`src/rtl/fourier_srg_dft_pkg.sv`:
```
// +----------------------------------------------------------------------------+
// | fourier_srg_dft_pkg : shared types, widths and twiddle helpers for the DFT  |
// | Revision: 1.0                                                              |
// +----------------------------------------------------------------------------+
`default_nettype none

package fourier_srg_dft_pkg;

    typedef enum logic [1:0] {
        OP_IDLE = 2'b00,
        OP_LOAD = 2'b01,
        OP_PROC = 2'b10,
        OP_READ = 2'b11
    } op_t;

    typedef enum logic [1:0] {
        IDLE = 2'b00,
        CALC = 2'b01,
        DONE = 2'b10
    } state_t;

    localparam int DEF_TW_FRAC = 14;
    localparam int ACC_W       = 48;
    localparam int DATA_W      = 32;
    localparam int TW_W        = 16;
    localparam real PI         = 3.14159265358979323846;

    // Elaboration-time only: builds the constant twiddle tables.
    function automatic logic signed [TW_W-1:0] tw_cos(input int idx, input int n, input int frac);
        real v;
        v = $cos(2.0 * PI * real'(idx) / real'(n)) * real'(1 << frac);
        return TW_W'(integer'(v));
    endfunction

    function automatic logic signed [TW_W-1:0] tw_sin(input int idx, input int n, input int frac);
        real v;
        v = $sin(2.0 * PI * real'(idx) / real'(n)) * real'(1 << frac);
        return TW_W'(integer'(v));
    endfunction

endpackage

`default_nettype wire

```
`src/rtl/fourier_srg_dft_if.sv`:
```
// +----------------------------------------------------------------------------+
// | fourier_srg_dft_if : host-side opcode/address/data bus of the DFT engine   |
// | Revision: 1.0                                                              |
// +----------------------------------------------------------------------------+
`default_nettype none

interface fourier_srg_dft_if;
    logic        [31:0] addr;
    logic signed [31:0] x;
    logic        [1:0]  operation;
    logic signed [31:0] y_re;
    logic signed [31:0] y_im;
    logic               done;

    modport master (output addr, x, operation, input y_re, y_im, done);
    modport slave  (input addr, x, operation, output y_re, y_im, done);
endinterface

`default_nettype wire

```
`src/rtl/fourier_srg_dft_twiddle_rom.sv`:
```
// +----------------------------------------------------------------------------+
// | fourier_srg_dft_twiddle_rom : idx -> cos/sin(2*pi*idx/N) in signed Q1.FRAC |
// | Revision: 1.0                                                              |
// +----------------------------------------------------------------------------+
`default_nettype none

module fourier_srg_dft_twiddle_rom
    import fourier_srg_dft_pkg::*;
#(
    parameter int N       = 10,
    parameter int TW_FRAC = DEF_TW_FRAC
) (
    input  wire logic        [$clog2(N)-1:0] idx,
    output      logic signed [TW_W-1:0]      cos_tw,
    output      logic signed [TW_W-1:0]      sin_tw
);

    logic signed [TW_W-1:0] w_cos_tab [N];
    logic signed [TW_W-1:0] w_sin_tab [N];

    for (genvar g = 0; g < N; g++) begin : g_tab
        assign w_cos_tab[g] = tw_cos(g, N, TW_FRAC);
        assign w_sin_tab[g] = tw_sin(g, N, TW_FRAC);
    end

    assign cos_tw = w_cos_tab[idx];
    assign sin_tw = w_sin_tab[idx];

endmodule

`default_nettype wire

```
`src/rtl/fourier_srg_dft.sv`:
```
// +----------------------------------------------------------------------------+
// | fourier_srg_dft : sequential N-point real-input DFT, one MAC pair / cycle  |
// | Optional FOURIER_ROUND_EN: round-half-up scaling instead of floor.         |
// | Revision: 1.0                                                              |
// +----------------------------------------------------------------------------+
`default_nettype none

module fourier_srg_dft
    import fourier_srg_dft_pkg::*;
#(
    parameter int N       = 10,
    parameter int TW_FRAC = DEF_TW_FRAC
) (
    input wire logic         clk,
    input wire logic         reset,
    fourier_srg_dft_if.slave bus
);

    localparam int                       IDX_W  = $clog2(N);
    localparam logic [IDX_W-1:0]         N_LAST = IDX_W'(N - 1);
    localparam logic [IDX_W:0]           N_WRAP = (IDX_W + 1)'(N);
`ifdef FOURIER_ROUND_EN
    localparam logic signed [ACC_W-1:0]  RND    = ACC_W'(1) << (TW_FRAC - 1);
`else
    localparam logic signed [ACC_W-1:0]  RND    = '0;
`endif

    state_t                    r_state, w_state_nxt;
    op_t                       w_op;
    logic                      w_start, w_mac, w_abort;
    logic signed [DATA_W-1:0]  r_smp    [N];
    logic signed [DATA_W-1:0]  r_res_re [N];
    logic signed [DATA_W-1:0]  r_res_im [N];
    logic        [IDX_W-1:0]   r_k, r_n, r_idx, w_idx_nxt, w_addr_idx;
    logic        [IDX_W:0]     w_idx_sum;
    logic                      w_addr_ok;
    logic signed [ACC_W-1:0]   r_acc_re, r_acc_im, w_acc_re_sum, w_acc_im_sum;
    logic signed [ACC_W-1:0]   w_prod_re, w_prod_im;
    logic signed [TW_W-1:0]    w_cos, w_sin;
    logic                      r_done;

    assign w_op       = op_t'(bus.operation);
    assign w_addr_ok  = bus.addr < 32'(N);
    assign w_addr_idx = bus.addr[IDX_W-1:0];

    fourier_srg_dft_twiddle_rom #(.N(N), .TW_FRAC(TW_FRAC)) u_rom (
        .idx    (r_idx),
        .cos_tw (w_cos),
        .sin_tw (w_sin)
    );

    // Twiddle index tracks (k*n) mod N incrementally: add k, fold once.
    assign w_idx_sum = {1'b0, r_idx} + {1'b0, r_k};
    assign w_idx_nxt = (w_idx_sum >= N_WRAP) ? IDX_W'(w_idx_sum - N_WRAP) : IDX_W'(w_idx_sum);

    assign w_prod_re    = r_smp[r_n] * w_cos;
    assign w_prod_im    = r_smp[r_n] * w_sin;
    assign w_acc_re_sum = r_acc_re + w_prod_re;
    assign w_acc_im_sum = r_acc_im - w_prod_im;

    always_ff @(posedge clk) begin
        if (!reset) r_state <= IDLE;
        else        r_state <= w_state_nxt;
    end

    // DONE falls back to IDLE once the opcode leaves 10 so the next 10 restarts.
    always_comb begin
        w_state_nxt = r_state;
        w_start     = 1'b0;
        w_mac       = 1'b0;
        w_abort     = 1'b0;
        case (r_state)
            IDLE: begin
                if (w_op == OP_PROC) begin
                    w_state_nxt = CALC;
                    w_start     = 1'b1;
                end
            end
            CALC: begin
                if (w_op != OP_PROC) begin
                    w_state_nxt = IDLE;
                    w_abort     = 1'b1;
                end else begin
                    w_mac = 1'b1;
                    if (r_k == N_LAST && r_n == N_LAST) w_state_nxt = DONE;
                end
            end
            DONE: begin
                if (w_op != OP_PROC) w_state_nxt = IDLE;
            end
            default: w_state_nxt = IDLE;
        endcase
    end

    always_ff @(posedge clk) begin
        if (w_op == OP_LOAD && w_addr_ok) r_smp[w_addr_idx] <= bus.x;
    end

    always_ff @(posedge clk) begin
        if (!reset) begin
            r_k      <= '0;
            r_n      <= '0;
            r_idx    <= '0;
            r_acc_re <= '0;
            r_acc_im <= '0;
            r_done   <= 1'b0;
            for (int i = 0; i < N; i++) begin
                r_res_re[i] <= '0;
                r_res_im[i] <= '0;
            end
        end else if (w_start) begin
            r_k      <= '0;
            r_n      <= '0;
            r_idx    <= '0;
            r_acc_re <= '0;
            r_acc_im <= '0;
            r_done   <= 1'b0;
        end else if (w_abort) begin
            r_done <= 1'b0;
        end else if (w_mac) begin
            if (r_n == N_LAST) begin
                r_res_re[r_k] <= DATA_W'((w_acc_re_sum + RND) >>> TW_FRAC);
                r_res_im[r_k] <= DATA_W'((w_acc_im_sum + RND) >>> TW_FRAC);
                r_acc_re      <= '0;
                r_acc_im      <= '0;
                r_n           <= '0;
                r_idx         <= '0;
                r_k           <= r_k + 1'b1;
                if (r_k == N_LAST) r_done <= 1'b1;
            end else begin
                r_acc_re <= w_acc_re_sum;
                r_acc_im <= w_acc_im_sum;
                r_n      <= r_n + 1'b1;
                r_idx    <= w_idx_nxt;
            end
        end
    end

    always_comb begin
        bus.y_re = '0;
        bus.y_im = '0;
        if (w_op == OP_READ && w_addr_ok) begin
            bus.y_re = r_res_re[w_addr_idx];
            bus.y_im = r_res_im[w_addr_idx];
        end
    end

    assign bus.done = r_done;

endmodule

`default_nettype wire

```
`src/flat_wrapper.sv`:
```
// flat-port wrapper written by rule: the top's interface ports become plain ports
module fourier_srg_dft_flat import fourier_srg_dft_pkg::*;
#(
    parameter int N       = 10,
    parameter int TW_FRAC = DEF_TW_FRAC
)
  (clk, reset, bus_addr, bus_x, bus_operation, bus_y_re, bus_y_im, bus_done);
  fourier_srg_dft_if bus_i ();
  input wire logic clk;
  input wire logic reset;
  input wire logic [$bits(bus_i.addr)-1:0] bus_addr;
  input wire logic [$bits(bus_i.x)-1:0] bus_x;
  input wire logic [$bits(bus_i.operation)-1:0] bus_operation;
  output wire logic [$bits(bus_i.y_re)-1:0] bus_y_re;
  output wire logic [$bits(bus_i.y_im)-1:0] bus_y_im;
  output wire logic [$bits(bus_i.done)-1:0] bus_done;
  assign bus_i.addr = bus_addr;
  assign bus_i.x = bus_x;
  assign bus_i.operation = bus_operation;
  assign bus_y_re = bus_i.y_re;
  assign bus_y_im = bus_i.y_im;
  assign bus_done = bus_i.done;
  fourier_srg_dft #(.N(N), .TW_FRAC(TW_FRAC)) u_core (.clk(clk), .reset(reset), .bus(bus_i));
endmodule
```
`config.mk`:
```
export PLATFORM = sky130hd
export DESIGN_NAME = fourier_srg_dft_flat
export DESIGN_NICKNAME = d
export VERILOG_FILES = /design/src/rtl/fourier_srg_dft_pkg.sv /design/src/rtl/fourier_srg_dft_if.sv /design/src/rtl/fourier_srg_dft_twiddle_rom.sv /design/src/rtl/fourier_srg_dft.sv /design/src/flat_wrapper.sv
export SDC_FILE = /design/constraint.sdc
export NUM_CORES = 2
export LEC_CHECK = 0
export ABC_AREA = 1
export BUFFER_PORTS_ARGS = -buffer_cell sky130_fd_sc_hd__clkbuf_2
export CORE_UTILIZATION = 50
export CTS_CLUSTER_SIZE = 20
export DETAILED_ROUTE_END_ITERATION = 10
export PLACE_DENSITY = 0.68
export SKIP_LAST_GASP = 1
export SLEW_MARGIN = 20
export SYNTH_ARGS = -nofsm -noshare
export SYNTH_HDL_FRONTEND = slang
export SYNTH_HIERARCHICAL = 1
export SYNTH_SLANG_ARGS = --single-unit
```
`constraint.sdc`:
```
create_clock -name clk -period 7.4 [get_ports clk]
set_input_delay 1.11 -clock clk [delete_from_list [all_inputs] [get_ports clk]]
set_output_delay 1.11 -clock clk [all_outputs]
set_load 0.005 [all_outputs]
```
==> metrics <==
status complete, but fails checks; failing checks setup timing; maximum clock insertion buffer count 3; CTS tree built; Worst EP arrival 7970 ps; largest net degree at the start of global routing between 150 and 200; vias in the first global route 75294; Pwr Density 169 nW/µm²; Routability Congestion 0.970; share of cells above drive strength 1 18.0%; Cell Area, Synth 96600 µm²; Async SR Flop Fraction 0%; drt total wl 313 mm; Via density approximately 5.8; die area 195000 µm²; critical path capture point type flip-flop; slowest library cell on the worst path fa_2; root buffer cell clkbuf_16; final worst setup slack -59.0 ps; Worst Path Required 7910 ps; fill count 15603; slowest stage delay, CP 550 ps; initial antenna violation count 9; chip width 442 µm; syn nets 10816; number of synthesized register bits ~1500; dpl ws -454 ps; Syn Area/Cell 10.2 µm²; endpoints failing hold 0; DP HPWL 210 mm; core footprint ~190000 µm²; Total Nets Final 11500; crit-path max FO 8; top achievable clock speed 0.134 GHz; startpoint types flip-flop; Fin Clk Skew around 69 ps; CTS H-tree depth 4; Slew Limit Fails 0; final core utilization 59.8%; CTS Buf Count ~150; multi-input logic area 48400 µm²; worst slew pin tran 1160 ps; leakage 45.9 nW; GRT Total Usage a little under a third; wire per inst 24.5 µm; drt first pass iters 6; die height 442 µm; Synth Instances about 9500; Initial Util 50.6%; DRT antenna net count 0; Top Family by Delay on Critical Path adder cells; Clk Latency, worst-skew pair 840 ps; DR iter-0 viols 7842; DR vias 74158; num ports 133; clock-pin slew on the worst setup and hold paths 60 ps; Netlist cell types 60; RSZ-0062 raised after global routing yes; Tcrit/Tclk final 101%; Top FF cell, synth edfxtp_1; DP Area 106000 µm²; Placed Instances 12423; DRC 0; Slew HR 22.4%; Seq/Total Area, Yosys 44.1%; Max Cap Viol 0; Final setup viols 23; VDD IR-drop max 0.188 mV; min Tclk post-route 7460 ps; global-route wire length before repair 464 mm; worst path bufs/invs 13; Post-synth EDFFs 1344; Worst Hold Class flip-flop to flip-flop; global route total overflow 0; critical path class flip-flop to flip-flop; Reg area 42600 µm²; cts hold-fix bufs 0; Post-Layout Cell Count approximately 13000; Area Growth Syn to Fin 18.3%; row cnt 160; port bufs 132; Yosys warnings 6; post-route cell area 114000 µm²; CTS Sinks 1455
## worst paths after layout
check	startpoint	endpoint	slack (ps)	cells after the start
worst max-delay path	flip-flop	u_core/r_res_im[6][31]	-60	37
worst min-delay path	u_core/r_acc_im[39]	u_core/r_acc_im[39]	470	2
worst max register to register	flip-flop	u_core/r_res_im[6][31]	-60	37
worst min register to register	u_core/r_acc_im[39]	u_core/r_acc_im[39]	470	2
## where the power goes
group	internal, mW	total (mW)	switching [mW]
sequential	9.05	9.10	0.0460
clock	4.08	7.41	3.34
combinational	1.08	2.79	1.70
total	14.2	19.3	5.09
## cells in the mapped netlist (all sizes together), types with 11 or more instances
cell	number	area, µm²
xor2	30	278
o211ai	30	225
nand4	14	87.6
edfxtp	1344	40400
o21bai	11	82.6
clkbuf	356	1340
a31oi	24	150
o21ai	245	1230
nor4	15	93.8
or2	47	294
o21a	13	97.6
dfxtp	111	2220
o22ai	276	1730
o221ai	37	324
o31ai	190	1430
nor2	1490	5660
fa	1037	20800
nand2	1125	4260
xnor2	36	315
a21oi	238	1190
ha	259	3240
nand3	125	733
nor3	585	2930
o2111ai	64	561
buf	189	983
clkinv	16	60.1
inv	1499	5630
## state kept, by name, indices dropped and copies added, names as in the netlist, named ones only
register	flops
u_core/bus.done	1
u_core/r_acc_im	46
u_core/r_acc_re	46
u_core/r_idx	4
u_core/r_k	4
u_core/r_n	4
u_core/r_res_im	512
u_core/r_res_re	512
u_core/r_smp	320
u_core/r_state	2
## kinds of logic (layout without fill, tap and decap cells)
group / count (synthesis) / in the layout / share of synthesized area [%]
adder cells (fa/ha/maj): 1296 / 1296 / 24.8
XOR/XNOR: 66 / 66 / 0.614
AND/OR/NAND/NOR: 3416 / 3420 / 14.7
buffers and inverters: 2060 / 2856 / 8.30
AO/OA/AOI/OAI: 1158 / 1158 / 7.51
flip-flops: 1455 / 1455 / 44.1
other: 1 / 9 / 0.00388
## stage by stage
step | hold WS [ps] | setup TNS (ps) | power, mW
2_1_floorplan | 440 | 0 | 10.5
3_3_place_gp | 452 | -58620 | 11.7
3_5_place_dp | 460 | -78450 | 11.7
4_1_cts | 469 | -1270 | 19.1
5_1_grt | 481 | -76870 | 19.9
6_report | 466 | -634 | 19.3
## metal layers
layer	track usage, %	up-vias	share of wire, %	wire [µm]
met4	13.0	2	4.6	14500
met2	50.9	4182	46	145000
met3	6.37	714	10	32400
li1	-	32266	-	-
met5	0	-	0.0042	13
met1	42.7	36994	39	121000
## worst reg2reg max path, delay by kind of cell, from the launching register on
family / cells / cell delay [ps]
AO/OA/AOI/OAI: 3 / 260
adder cells (fa/ha/maj): 7 / 3410
buffers and inverters: 13 / 1430
flip-flops: 1 / 380
AND/OR/NAND/NOR: 14 / 1690
## cell usage in the layout, fill, tap and decap left out, types with 25 or more instances in the layout
master and count:
nor3_1 578, o221ai_1 37, o211ai_1 30, inv_1 1401
nor2_4 30, ha_4 51, ha_1 207, o31ai_1 190
inv_2 69, or2_2 41, a21oi_2 47, xor2_1 25
o2111ai_1 64, a21oi_1 188, xnor2_1 28, o21ai_1 58
nor2_2 62, fa_1 993, nand3_1 94, nor2_1 1395
clkinv_1 46, fa_2 44, clkbuf_1 39, nand2_2 60
edfxtp_1 1344, buf_12 108, buf_6 36, clkbuf_16 160
nand2_1 1037, o22ai_1 276, buf_4 774, clkbuf_2 130
dfxtp_1 108, o21ai_0 169, nand2_4 28
## repair_timing
| action | 4_1_cts | 5_1_grt |
|---|---|---|
| setup buffers | 13 | 44 |
| gates resized for setup | 161 | 471 |
| gates cloned | 5 | 10 |
| pin swaps | 14 | 155 |
| setup endpoints to repair | 599 | 1033 |
## layout make-up
type                            instances  area share (%)
Timing Repair Buffer                 1072            8.35
Multi-Input combinational cell       5941            42.3
Antenna cell                            8          0.0175
Tap cell                             2511            2.75
Clock inverter                         74           0.674
Sequential cell                      1455            37.3
Clock buffer                          195            3.51
Inverter                             1515            5.10
(Power assumes the default switching activity.)
